==> src/rtl/dandy_seg_sequencer.sv <==
`default_nettype none
// +--------------------------------------------------------------------------+
// | dandy_seg_sequencer                                                      |
// | Multi-digit 7-segment animation player with writable frame store.        |
// | Rev 1.0                                                                  |
// +--------------------------------------------------------------------------+
module dandy_seg_sequencer #(
    parameter int N_DIGITS = 4,
    parameter int N_FRAMES = 8,
    parameter int PRESC_W  = 16,
    parameter int SCAN_DIV = 64,
    localparam int FRM_W   = (N_FRAMES > 1) ? $clog2(N_FRAMES) : 1,
    localparam int DIG_W   = (N_DIGITS > 1) ? $clog2(N_DIGITS) : 1
) (
    input  logic               clk,
    input  logic               rst,
    input  logic               ena,
    input  logic [1:0]         mode,
    input  logic [PRESC_W-1:0] speed,
    input  logic               start,
    input  logic               pause,
    input  logic               wr_en,
    input  logic [FRM_W-1:0]   wr_frame,
    input  logic [DIG_W-1:0]   wr_digit,
    input  logic [6:0]         wr_data,
    output logic [6:0]         seg,
    output logic [N_DIGITS-1:0] dig_sel,
    output logic [FRM_W-1:0]   frame_idx,
    output logic               busy,
    output logic               done
);

    localparam int SCAN_W = (SCAN_DIV > 1) ? $clog2(SCAN_DIV) : 1;
    localparam logic [SCAN_W-1:0] c_scan_last = SCAN_W'(SCAN_DIV - 1);
    localparam logic [FRM_W-1:0]  c_frm_last  = FRM_W'(N_FRAMES - 1);
    localparam logic [DIG_W-1:0]  c_dig_last  = DIG_W'(N_DIGITS - 1);

    typedef enum logic [1:0] {
        S_IDLE   = 2'd0,
        S_RUN    = 2'd1,
        S_PAUSED = 2'd2
    } state_t;

    state_t              r_state, w_state_nx;
    logic [FRM_W-1:0]    r_frame, w_frame_nx;
    logic                r_dir_down, w_dir_down_nx;
    logic [PRESC_W-1:0]  r_presc, w_presc_nx;
    logic                r_done, w_done_nx;
    logic [SCAN_W-1:0]   r_scan_cnt;
    logic [DIG_W-1:0]    r_scan_dig;
    logic [6:0]          r_seg;
    logic [N_DIGITS-1:0] r_dig_sel;
    logic [6:0]          r_store [N_FRAMES][N_DIGITS];
    logic                w_restart, w_step, w_wr_ok;

    assign w_wr_ok = (32'(wr_frame) < N_FRAMES) && (32'(wr_digit) < N_DIGITS);

    always_comb begin
        w_state_nx    = r_state;
        w_frame_nx    = r_frame;
        w_dir_down_nx = r_dir_down;
        w_presc_nx    = r_presc;
        w_done_nx     = 1'b0;
        w_restart     = 1'b0;
        w_step        = 1'b0;
        case (r_state)
            S_IDLE:   w_restart = start;
            S_RUN: begin
                if (start)      w_restart  = 1'b1;
                else if (pause) w_state_nx = S_PAUSED;
                else            w_step     = 1'b1;
            end
            S_PAUSED: begin
                // Leaving pause counts this cycle, so a pause of N cycles delays by exactly N.
                if (start) begin
                    w_restart = 1'b1;
                end else if (!pause) begin
                    w_state_nx = S_RUN;
                    w_step     = 1'b1;
                end
            end
            default:  w_state_nx = S_IDLE;
        endcase

        if (w_restart) begin
            w_state_nx    = pause ? S_PAUSED : S_RUN;
            w_frame_nx    = '0;
            w_dir_down_nx = 1'b0;
            w_presc_nx    = '0;
        end else if (w_step) begin
            if (r_presc >= speed) begin
                w_presc_nx = '0;
                case (mode)
                    2'b00: begin
                        w_dir_down_nx = 1'b0;
                        w_frame_nx    = (r_frame == c_frm_last) ? '0 : r_frame + 1'b1;
                    end
                    2'b01: begin
                        if (N_FRAMES > 1) begin
                            if (!r_dir_down) begin
                                if (r_frame == c_frm_last) begin
                                    w_dir_down_nx = 1'b1;
                                    w_frame_nx    = r_frame - 1'b1;
                                end else begin
                                    w_frame_nx    = r_frame + 1'b1;
                                end
                            end else begin
                                if (r_frame == '0) begin
                                    w_dir_down_nx = 1'b0;
                                    w_frame_nx    = r_frame + 1'b1;
                                end else begin
                                    w_frame_nx    = r_frame - 1'b1;
                                end
                            end
                        end
                    end
                    2'b10: begin
                        w_dir_down_nx = 1'b0;
                        if (r_frame == c_frm_last) begin
                            w_state_nx = S_IDLE;
                            w_done_nx  = 1'b1;
                        end else begin
                            w_frame_nx = r_frame + 1'b1;
                        end
                    end
                    default: ;
                endcase
            end else begin
                w_presc_nx = r_presc + 1'b1;
            end
        end
    end

    always_ff @(posedge clk or posedge rst) begin
        if (rst) begin
            r_state    <= S_IDLE;
            r_frame    <= '0;
            r_dir_down <= 1'b0;
            r_presc    <= '0;
            r_done     <= 1'b0;
            r_scan_cnt <= '0;
            r_scan_dig <= '0;
            r_seg      <= '0;
            r_dig_sel  <= '0;
        end else if (ena) begin
            r_state    <= w_state_nx;
            r_frame    <= w_frame_nx;
            r_dir_down <= w_dir_down_nx;
            r_presc    <= w_presc_nx;
            r_done     <= w_done_nx;
            if (r_scan_cnt == c_scan_last) begin
                r_scan_cnt <= '0;
                r_scan_dig <= (r_scan_dig == c_dig_last) ? '0 : r_scan_dig + 1'b1;
            end else begin
                r_scan_cnt <= r_scan_cnt + 1'b1;
            end
            r_dig_sel <= N_DIGITS'(1) << r_scan_dig;
            r_seg     <= r_store[r_frame][r_scan_dig];
        end
    end

    always_ff @(posedge clk or posedge rst) begin
        if (rst) begin
            for (int f = 0; f < N_FRAMES; f++) begin
                for (int d = 0; d < N_DIGITS; d++) begin
                    r_store[f][d] <= '0;
                end
            end
        end else if (ena && wr_en && w_wr_ok) begin
            r_store[wr_frame][wr_digit] <= wr_data;
        end
    end

    assign seg       = r_seg;
    assign dig_sel   = r_dig_sel;
    assign frame_idx = r_frame;
    assign busy      = (r_state != S_IDLE);
    assign done      = r_done;

endmodule
`default_nettype wire

==> config.mk <==
export PLATFORM = sky130hd
export DESIGN_NAME = dandy_seg_sequencer
export DESIGN_NICKNAME = d
export VERILOG_FILES = /design/src/rtl/dandy_seg_sequencer.sv
export SDC_FILE = /design/constraint.sdc
export NUM_CORES = 1
export LEC_CHECK = 0
export BUFFER_PORTS_ARGS = -buffer_cell sky130_fd_sc_hd__buf_2
export CAP_MARGIN = 20
export CORE_UTILIZATION = 65
export DETAILED_ROUTE_END_ITERATION = 10
export PLACE_DENSITY_LB_ADDON = 0.12
export SYNTH_ARGS = -nofsm -noshare
export SYNTH_HDL_FRONTEND = slang
export SYNTH_SLANG_ARGS = --single-unit
==> constraint.sdc <==
create_clock -name clk -period 18.2 [get_ports clk]
set_input_delay 2.73 -clock clk [delete_from_list [all_inputs] [get_ports clk]]
set_output_delay 2.73 -clock clk [all_outputs]
set_load 0.01 [all_outputs]
==> flow_metrics.py, run 1 <==
metrics = {
    "floorplanning": {
        "dieArea_sq_um": 20700,
        "die_w_microns": 144,
        "die_h_microns": 144,
        "ios": 52,
        "core_sq_um": 19600,
        "start_util_pct": 66.6,
        "row_count": 51,
    },
    "timing": {
        "max_freq_mhz": 223,
        "layout_min_cycle_time_ns": 4.48,
        "tns_ns": 0,
        "fin_crit_sh_pct": 24.6,
        "drv_slew": 0,
        "setup_violations": 0,
        "fin_skew_ns": 0.0220,
        "worst_pin_slew_ns": 0.989,
        "final-hold-violation-count": 0,
        "rsz0062_at_grt": "no",
        "maxSlewHeadroom_pct": 34.1,
    },
    "clock_network": {
        "clock_latency_ns": 0.55,
        "cts_resized": 0,
        "numCtsBuffers": 28,
        "cts_tree": "yes",
        "clockBufferDepth": 3,
        "cts.sinks": 266,
        "htreeDepth": 1,
        "root_buffer": "clkbuf_16",
        "clk_pin_slew_worst_paths_ns": 0.06,
        "ctsHoldBuffers": 0,
        "cts_setup_buffers": 0,
    },
    "placement": {
        "gp_congestion": 0.891,
        "place_inst": 1188,
        "dp_hpwl_microns": 19000,
        "port_buffers": 51,
    },
    "status": {
        "status": "completed",
    },
    "power_and_ir_drop": {
        "finalPower_mw": 1.76,
        "power_leakage_nw": 6.84,
        "peakVddDrop_mv": 0.0889,
        "power_density_nw_per_um2": 123,
    },
    "worst_hold_path": {
        "hold_depth": 1,
        "hp-class": "register to register",
    },
    "cells_and_area": {
        "layout-drive-gt1-share_pct": 40.8,
        "final_util_pct": 73.4,
        "finalNetCount": 1023,
        "n_fill_cell": 1267,
        "fin_cells": 1239,
        "antennaDiodeCount": 0,
        "areaGrowthSynthToFinish_pct": 10.2,
    },
    "global_routing": {
        "grt_pass1_wl_microns": 46500,
        "grt_remaining_overflow": 0,
        "grt_max_degree": 103,
        "grt_pass1_vias": 8497,
        "grt_usage_pct": 30.2,
        "antenna_found_initial": 1,
    },
    "critical_path": {
        "required_ns": 18.62,
        "crit_type": "input port to register",
        "r2r.worst_path.cells": 5,
        "crit_path_start_kind": "input port",
        "cp_max_fo": 16,
        "critical_path_arrival_ns": 4.90,
        "cp-end-kind": "register",
    },
    "drt": {
        "viasPerCell": 6.47,
        "initialDrtViolationCount": 629,
        "wl_microns": 29100,
        "wl_per_cell_microns": 23.5,
        "via_count": 8021,
        "drc": 0,
        "postRouteAntennaNets": 0,
        "firstDrtPassIters": 5,
    },
    "synthesis": {
        "synth-seq-cells": 266,
        "synthArstFlopShare_pct": 100,
        "netlist-cell-type-count": 61,
        "yosys_warnings": 0,
        "yosysSeqAreaShare_pct": 51.0,
        "synth.cell_area_sq_um": 13100,
        "avgSynthCellArea_sq_um": 14.2,
        "ys.flop_type": "dfrtp_1",
        "syn-num-nets": 985,
        "synth-edff-count": 0,
        "syn_inst": 916,
    },
    "run": {
        "maxCapViolCount": 0,
    },
}
## layout by cell type (no fill, tap or decap), types with 2 or more instances in the layout
cell type / count
a21o_1: 2
a21oi_1: 11
a31oi_1: 3
and3_1: 3
buf_2: 51
buf_4: 4
bufinv_16: 5
clkbuf_1: 6
clkbuf_16: 28
clkbuf_8: 5
clkinvlp_4: 2
dfrtp_1: 264
ha_1: 33
inv_1: 28
mux2_2: 237
mux4_1: 32
mux4_2: 24
nand2_1: 30
nand2_2: 9
nand2b_1: 4
nand3_1: 14
nand3b_1: 3
nand4_1: 10
nor2_1: 30
nor2_2: 12
nor2b_1: 4
nor3_1: 7
nor3b_1: 4
nor4_1: 9
o21ai_0: 15
o221ai_1: 2
o22ai_1: 28
or3_1: 4
xnor2_1: 5
xor2_1: 12
## path summary, 6_finish.rpt
check | from | to | slack, ns
min | r_scan_cnt[5]$_DFFE_PP0P_ | r_scan_cnt[5]$_DFFE_PP0P_ | 0.50
max | speed[13] | frame_idx[0]$_DFFE_PP0P_ | 13.72
min in group asynchronous | rst | r_store[149]$_DFFE_PP0P_ | 2.28
min reg2reg | r_scan_cnt[5]$_DFFE_PP0P_ | r_scan_cnt[5]$_DFFE_PP0P_ | 0.50
max in group asynchronous | rst | frame_idx[0]$_DFFE_PP0P_ | 14.33
max reg2reg | frame_idx[0]$_DFFE_PP0P_ | seg[0]$_DFFE_PP0P_ | 15.21
## layout make-up
cell class	count	area [sq um]	share of cell area, %
Tap cell	265	332	2.31
Timing Repair Buffer	56	313	2.17
Clock inverter	11	204	1.42
Inverter	30	120	0.835
Clock buffer	39	792	5.51
Sequential cell	266	6660	46.3
Multi-Input combinational cell	572	5960	41.4
## stage by stage
step | setup slack [ns] | cell area (sq um) | hold slack, ns
detailed placement | 13.28 | 13400 | 0.485
floorplan | 8.14 | 13100 | 0.445
CTS | 13.78 | 14400 | 0.493
global route | 13.60 | 14400 | 0.512
global placement | 13.41 | 13400 | 0.461
finish | 13.72 | 14400 | 0.496
## critical path: stages
cell and delay (ns):
buf_2 0.07, inv_1 0.05, ha_1 0.32, nand4_2 0.17
nor3_1 0.37, a211oi_2 0.17, a31oi_4 0.51, nand2_2 0.17
mux2_4 0.33
## Yosys cell counts (2+ instances only)
master / number / area share (%)
mux4_1: 32 / 6.4
o221ai_1: 2 / 0.13
nor3_1: 7 / 0.27
xnor2_1: 5 / 0.34
ha_1: 33 / 3.2
nand3b_1: 3 / 0.17
mux2_2: 237 / 20
nor4_1: 9 / 0.43
clkbuf_1: 26 / 0.75
nand2_1: 30 / 0.86
nand2b_1: 4 / 0.19
inv_1: 29 / 0.83
and3_1: 3 / 0.14
clkbuf_8: 4 / 0.42
buf_6: 8 / 0.69
nor2b_1: 4 / 0.19
nand2_2: 9 / 0.43
a21o_1: 2 / 0.11
xor2_1: 12 / 0.81
nor2_2: 12 / 0.58
mux4_2: 24 / 4.1
nand4_1: 10 / 0.48
nand3_1: 14 / 0.54
o22ai_1: 28 / 1.3
buf_2: 5 / 0.19
a21oi_1: 11 / 0.42
buf_12: 2 / 0.31
nor3b_1: 4 / 0.23
buf_1: 2 / 0.058
or3_1: 4 / 0.19
o21ai_0: 15 / 0.58
nor2_1: 30 / 0.86
dfrtp_1: 266 / 51
a31oi_1: 3 / 0.14
## report_power, final
part           switching (mW)  internal [mW]  total, mW
clock network           0.235          0.375      0.610
logic                   0.194          0.208      0.401
registers              0.0722          0.680      0.753
## metal layers
layer | track usage (%) | share of wire [%]
met5 | 0 | 0
met2 | 49.6 | 49
met1 | 40.9 | 42
met3 | 5.70 | 5.9
met4 | 9.52 | 2.9
## cells by family after synthesis
group,synth area share [%]
and+or+nand+nor,6.26
AOI/OAI and AO/OA,3.88
buffers and inverters,3.34
muxes,31.2
xor gates and xnor gates,1.14
DFF,51.0
adders and majority gates,3.16
## registers in the layout (all words and copies together), names as in the netlist, 2 cells and up
name and flops:
r_state 2, r_presc 16, seg 7, dig_sel 4
r_store 224, frame_idx 3, r_scan_dig 2, r_scan_cnt 6
No activity file was read; power rests on OpenSTA's default activity.
==> run 2: changes to the inputs <==
--- a/config.mk
+++ b/config.mk
@@ -7,7 +7,7 @@
 export LEC_CHECK = 0
 export BUFFER_PORTS_ARGS = -buffer_cell sky130_fd_sc_hd__buf_2
 export CAP_MARGIN = 20
-export CORE_UTILIZATION = 65
+export CORE_UTILIZATION = 56
 export DETAILED_ROUTE_END_ITERATION = 10
 export PLACE_DENSITY_LB_ADDON = 0.12
 export SYNTH_ARGS = -nofsm -noshare
==> constraint.sdc (replaced) <==
create_clock -name clk -period 3.8 [get_ports clk]
set_input_delay 0.57 -clock clk [delete_from_list [all_inputs] [get_ports clk]]
set_output_delay 0.57 -clock clk [all_outputs]
set_load 0.01 [all_outputs]
==> flow_metrics.py, run 2 (synthesis gave the netlist of run 1 again) <==
metrics = {
    "timing": {
        "worst_slack_ns": 1.22,
        "setup_violations": 0,
        "worst_pin_slew_ns": 0.847,
        "layout_min_cycle_time_ns": 2.58,
        "drv_slew": 0,
        "final-hold-violation-count": 0,
        "tns_ns": 0,
        "fin_crit_sh_pct": 67.9,
        "fin_skew_ns": 0.0134,
        "max_freq_mhz": 388,
        "rsz0062_at_grt": "no",
        "maxSlewHeadroom_pct": 43.3,
    },
    "placement": {
        "dp_hpwl_microns": 18400,
        "dp_slack_ns": 1.13,
        "gp_congestion": 0.783,
        "port_buffers": 51,
    },
    "drt": {
        "wl_per_cell_microns": 21.5,
        "via_count": 7812,
        "postRouteAntennaNets": 0,
        "initialDrtViolationCount": 447,
        "firstDrtPassIters": 4,
        "viasPerCell": 6.04,
        "wl_microns": 27700,
        "drc": 0,
    },
    "global_routing": {
        "grt_pass1_wl_microns": 45300,
        "grt_pass1_vias": 8117,
        "grt_usage_pct": 24.6,
        "grt_max_degree": 103,
        "grt_remaining_overflow": 0,
        "antenna_found_initial": 0,
    },
    "critical_path": {
        "cp_max_fo": 26,
        "critical_path_arrival_ns": 3.06,
        "cp_slowest_cell": "dfrtp_4",
        "timing.rr.start": "frame_idx[0]$_DFFE_PP0P_",
        "slowest_delay_ns": 0.78,
        "crit_type": "register to register",
        "crit-reg2reg-capture": "frame_idx[2]$_DFFE_PP0P_",
        "cp_cell_sequence": "buf_4, ha_1, ha_1, o22a_1, and3_1, a21oi_1, nor4_1, a22o_1",
        "required_ns": 4.28,
        "crit_path_start_kind": "register",
        "reg2reg_slack_ns": 1.22,
        "crit_path_frequent_cell": "ha_1",
        "r2r.worst_path.cells": 8,
        "cp-end-kind": "register",
    },
    "cells_and_area": {
        "final_common_cell": "dfrtp_1",
        "n_fill_cell": 1711,
        "largest_register_ffs": 224,
        "areaGrowthSynthToFinish_pct": 11.3,
        "layout_common_cells": "264 x dfrtp_1, 237 x mux2_2, 51 x buf_2, 33 x ha_1, 32 x mux4_1",
        "antennaDiodeCount": 0,
        "finalNetCount": 1028,
        "layout-drive-gt1-share_pct": 40.9,
        "top_register": "r_store",
    },
    "clock_network": {
        "numCtsBuffers": 29,
        "cts_tree": "yes",
        "clk_pin_slew_worst_paths_ns": 0.06,
        "cts_resized": 0,
        "cts_setup_buffers": 0,
        "cts.sinks": 266,
        "htreeDepth": 1,
        "ctsHoldBuffers": 0,
        "root_buffer": "clkbuf_16",
        "clockBufferDepth": 3,
        "clock_latency_ns": 0.55,
    },
    "floorplanning": {
        "die_w_microns": 155,
        "core_sq_um": 22800,
        "die_h_microns": 155,
        "start_util_pct": 57.3,
        "row_count": 55,
        "ios": 52,
        "dieArea_sq_um": 23900,
    },
    "run": {
        "maxCapViolCount": 0,
    },
    "power_and_ir_drop": {
        "finalPower_mw": 8.43,
        "power_density_nw_per_um2": 580,
        "power_leakage_nw": 6.89,
        "peakVddDrop_mv": 0.411,
    },
    "status": {
        "status": "completed",
    },
    "worst_hold_path": {
        "hp-class": "input port to asynchronous set/reset pin",
    },
}
-- run 2: critical path: cells and delay by family, from the launching register on --
kind | cells | cell delay (ns)
flip-flops | 1 | 0.78
buffers and inverters | 1 | 0.35
adder cells (fa/ha/maj) | 2 | 0.43
AND/OR/NAND/NOR | 2 | 0.49
AO/OA/AOI/OAI | 3 | 0.45
-- run 2: worst max-delay path by stage --
stage | startpoint | slack, ns | endpoint
2_1_floorplan | rst | -0.28 | dig_sel[0]$_DFFE_PP0P_
3_3_place_gp | speed[13] | 1.16 | frame_idx[0]$_DFFE_PP0P_
3_5_place_dp | speed[13] | 1.13 | frame_idx[0]$_DFFE_PP0P_
4_1_cts | frame_idx[0]$_DFFE_PP0P_ | 1.19 | frame_idx[2]$_DFFE_PP0P_
5_1_grt | frame_idx[0]$_DFFE_PP0P_ | 1.05 | frame_idx[2]$_DFFE_PP0P_
6_report | frame_idx[0]$_DFFE_PP0P_ | 1.22 | frame_idx[2]$_DFFE_PP0P_
-- run 2: routing by layer --
| layer | vias up | GRT usage, % | part of all wire (%) |
|---|---|---|---|
| li1 | 3524 | - | - |
| met1 | 4069 | 34.6 | 45 |
| met2 | 172 | 40.1 | 48 |
| met3 | 47 | 4.09 | 4.6 |
| met4 | 0 | 6.46 | 2.6 |
| met5 | - | 0 | 0 |
-- run 2: report_power, final --
group / internal, mW / switching [mW] / total (mW)
clock network: 1.83 / 1.11 / 2.95
registers: 3.26 / 0.365 / 3.62
logic: 1.03 / 0.837 / 1.86
-- run 2: metrics by stage --
stage	instance area, sq um	hold slack, ns	instances	utilization (%)
2_1_floorplan	13100	0.445	916	-
3_3_place_gp	13500	0.464	1241	59.3
3_5_place_dp	13500	0.463	1241	59.3
4_1_cts	14500	0.00739	1293	63.8
5_1_grt	14500	0.0385	1293	63.8
6_report	14500	0.0234	1293	63.8
-- run 2: final cells by class --
type / instances / area [sq um] / share of cell area [%]
multi-input combinational: 572 / 5960 / 41.0
tap: 313 / 392 / 2.70
clock buffer: 45 / 866 / 5.96
sequential: 266 / 6660 / 45.8
timing repair buffer: 60 / 385 / 2.65
inverter: 30 / 116 / 0.801
clock inverter: 7 / 150 / 1.03
==> run 3: changes to the inputs <==
--- a/config.mk
+++ b/config.mk
@@ -7,7 +7,7 @@
 export LEC_CHECK = 0
 export BUFFER_PORTS_ARGS = -buffer_cell sky130_fd_sc_hd__buf_2
 export CAP_MARGIN = 20
-export CORE_UTILIZATION = 56
+export CORE_UTILIZATION = 62
 export DETAILED_ROUTE_END_ITERATION = 10
 export PLACE_DENSITY_LB_ADDON = 0.12
 export SYNTH_ARGS = -nofsm -noshare
==> constraint.sdc (replaced) <==
create_clock -name clk -period 2.6 [get_ports clk]
set_input_delay 0.39 -clock clk [delete_from_list [all_inputs] [get_ports clk]]
set_output_delay 0.39 -clock clk [all_outputs]
set_load 0.01 [all_outputs]
==> flow_metrics.py, run 3 (synthesis gave the netlist of run 1 again) <==
metrics = {
    "critical_path": {
        "cp_max_fo": 26,
        "crit_type": "register to register",
        "cp_cell_sequence": "buf_12, mux4_1, o22ai_1, nor4_1, mux2_2",
        "reg2reg_slack_ns": 0.18,
        "cp-end-kind": "register",
        "slowest_delay_ns": 0.63,
        "worst-path-buf-inv": 1,
        "cp_slowest_cell": "mux4_1",
        "critPathTopFamily": "multiplexers",
        "crit_path_start_kind": "register",
        "required_ns": 3.04,
        "critical_path_arrival_ns": 2.86,
    },
    "placement": {
        "port_buffers": 51,
        "dp_hpwl_microns": 20800,
        "gp_congestion": 0.843,
    },
    "cells_and_area": {
        "finalNetCount": 1047,
        "top_register": "r_store",
        "layout_common_cells": "264 x dfrtp_1, 237 x mux2_2, 51 x buf_2, 33 x ha_1, 32 x mux4_1",
        "regArea_sq_um": 6660,
        "antennaDiodeCount": 0,
        "layout-drive-gt1-share_pct": 42.1,
        "final_common_cell": "dfrtp_1",
        "n_fill_cell": 1336,
        "areaGrowthSynthToFinish_pct": 11.8,
        "multi_input_area_sq_um": 5970,
        "final_util_pct": 71.5,
        "largest_register_ffs": 224,
    },
    "clock_network": {
        "root_buffer": "clkbuf_16",
        "cts_tree": "yes",
        "clockBufferDepth": 3,
        "clk_pin_slew_worst_paths_ns": 0.06,
        "cts.sinks": 266,
        "numCtsBuffers": 28,
        "clock_latency_ns": 0.55,
        "htreeDepth": 1,
    },
    "floorplanning": {
        "dieArea_sq_um": 21600,
        "core_sq_um": 20400,
        "die_h_microns": 147,
        "ios": 52,
        "row_count": 52,
        "start_util_pct": 63.9,
        "die_w_microns": 147,
    },
    "drt": {
        "postRouteAntennaNets": 0,
        "wl_per_cell_microns": 24.1,
        "wl_microns": 30600,
        "drc": 0,
        "viasPerCell": 6.50,
        "via_count": 8257,
        "firstDrtPassIters": 6,
        "initialDrtViolationCount": 567,
    },
    "global_routing": {
        "grt_max_degree": 53,
        "grt_pass1_wl_microns": 49800,
        "grt_remaining_overflow": 0,
        "grt_pass1_vias": 8900,
        "antenna_found_initial": 0,
        "grt_usage_pct": 30.1,
    },
    "timing": {
        "setup_violations": 0,
        "drv_slew": 0,
        "fin_crit_sh_pct": 93.1,
        "fin_skew_ns": 0.0259,
        "maxSlewHeadroom_pct": 48.6,
        "worst_pin_slew_ns": 0.769,
        "rsz0062_at_grt": "no",
        "final-hold-violation-count": 0,
        "layout_min_cycle_time_ns": 2.42,
        "max_freq_mhz": 413,
    },
    "power_and_ir_drop": {
        "power_density_nw_per_um2": 849,
        "finalPower_mw": 12.4,
        "power_leakage_nw": 6.98,
        "peakVddDrop_mv": 0.504,
    },
    "run": {
        "maxCapViolCount": 0,
    },
    "worst_hold_path": {
        "hp-class": "input port to register",
    },
    "status": {
        "status": "completed",
    },
}
-- run 3: cell types whose count changed in the layout (fill, tap and decap cells not counted) --
cell	before	now
buf_12	5	6
buf_4	4	22
bufinv_16	4	3
clkbuf_16	29	28
clkinv_2	2	4
clkinv_8	0	1
dlygate4sd3_1	0	1
inv_16	1	0
nor3b_1	4	3
nor3b_2	0	1
-- run 3: power by group --
group | total, mW | leakage, nW | internal (mW) | switching (mW)
registers | 5.33 | 3.52 | 4.76 | 0.564
logic | 2.94 | 2.98 | 1.56 | 1.38
clock network | 4.13 | 0.477 | 2.51 | 1.62
total | 12.4 | 6.98 | 8.84 | 3.56
-- run 3: path summary, 6_finish.rpt --
check	startpoint	end	cells after the start
max	frame_idx[0]$_DFFE_PP0P_	seg[1]$_DFFE_PP0P_	5
max in group asynchronous	rst	frame_idx[0]$_DFFE_PP0P_	4
min reg2reg	r_scan_cnt[5]$_DFFE_PP0P_	r_scan_cnt[5]$_DFFE_PP0P_	1
max reg2reg	frame_idx[0]$_DFFE_PP0P_	seg[1]$_DFFE_PP0P_	5
min	pause	r_state[0]$_DFFE_PP0P_	3
min in group asynchronous	rst	r_store[150]$_DFFE_PP0P_	3
-- run 3: metrics by stage --
stage                     TNS [ns]  setup slack [ns]  cell area (sq um)  instances  hold WS (ns)
after global routing             0            0.0967              14600       1270         0.307
after detailed placement         0             0.210              13600       1217         0.473
after floorplan            -346.20             -1.30              13100        916         0.445
final                            0             0.178              14600       1270         0.298
after CTS                        0             0.127              14600       1270         0.277
after global placement           0             0.243              13600       1217         0.464
-- run 3: routing by layer --
layer	wire length, microns	GRT usage [%]	vias up
met3	1870	4.53	77
met4	1140	10.9	0
li1	-	-	3548
met2	14400	47.7	317
met1	13100	42.6	4315
met5	0	0	-
-- run 3: cell type report --
| class | count | area share, % |
|---|---|---|
| repair buffers | 80 | 3.77 |
| well taps | 270 | 2.31 |
| clock inverters | 8 | 0.866 |
| multi-input cells | 572 | 40.9 |
| inverters | 30 | 0.797 |
| clock buffers | 44 | 5.76 |
| flip-flops and latches | 266 | 45.6 |
-- run 3: what timing repair did --
action,4_1_cts,5_1_grt
hold buffers,1,0
endpoints found under the hold margin,23,0
resized for setup,0,1
setup endpoints to repair,0,3
buffers inserted,0,0
-- run 3: tightest hold or removal path: stages --
cell	delay [ns]
buf_2	0.14
nor2_1	0.10
a221o_1	0.16
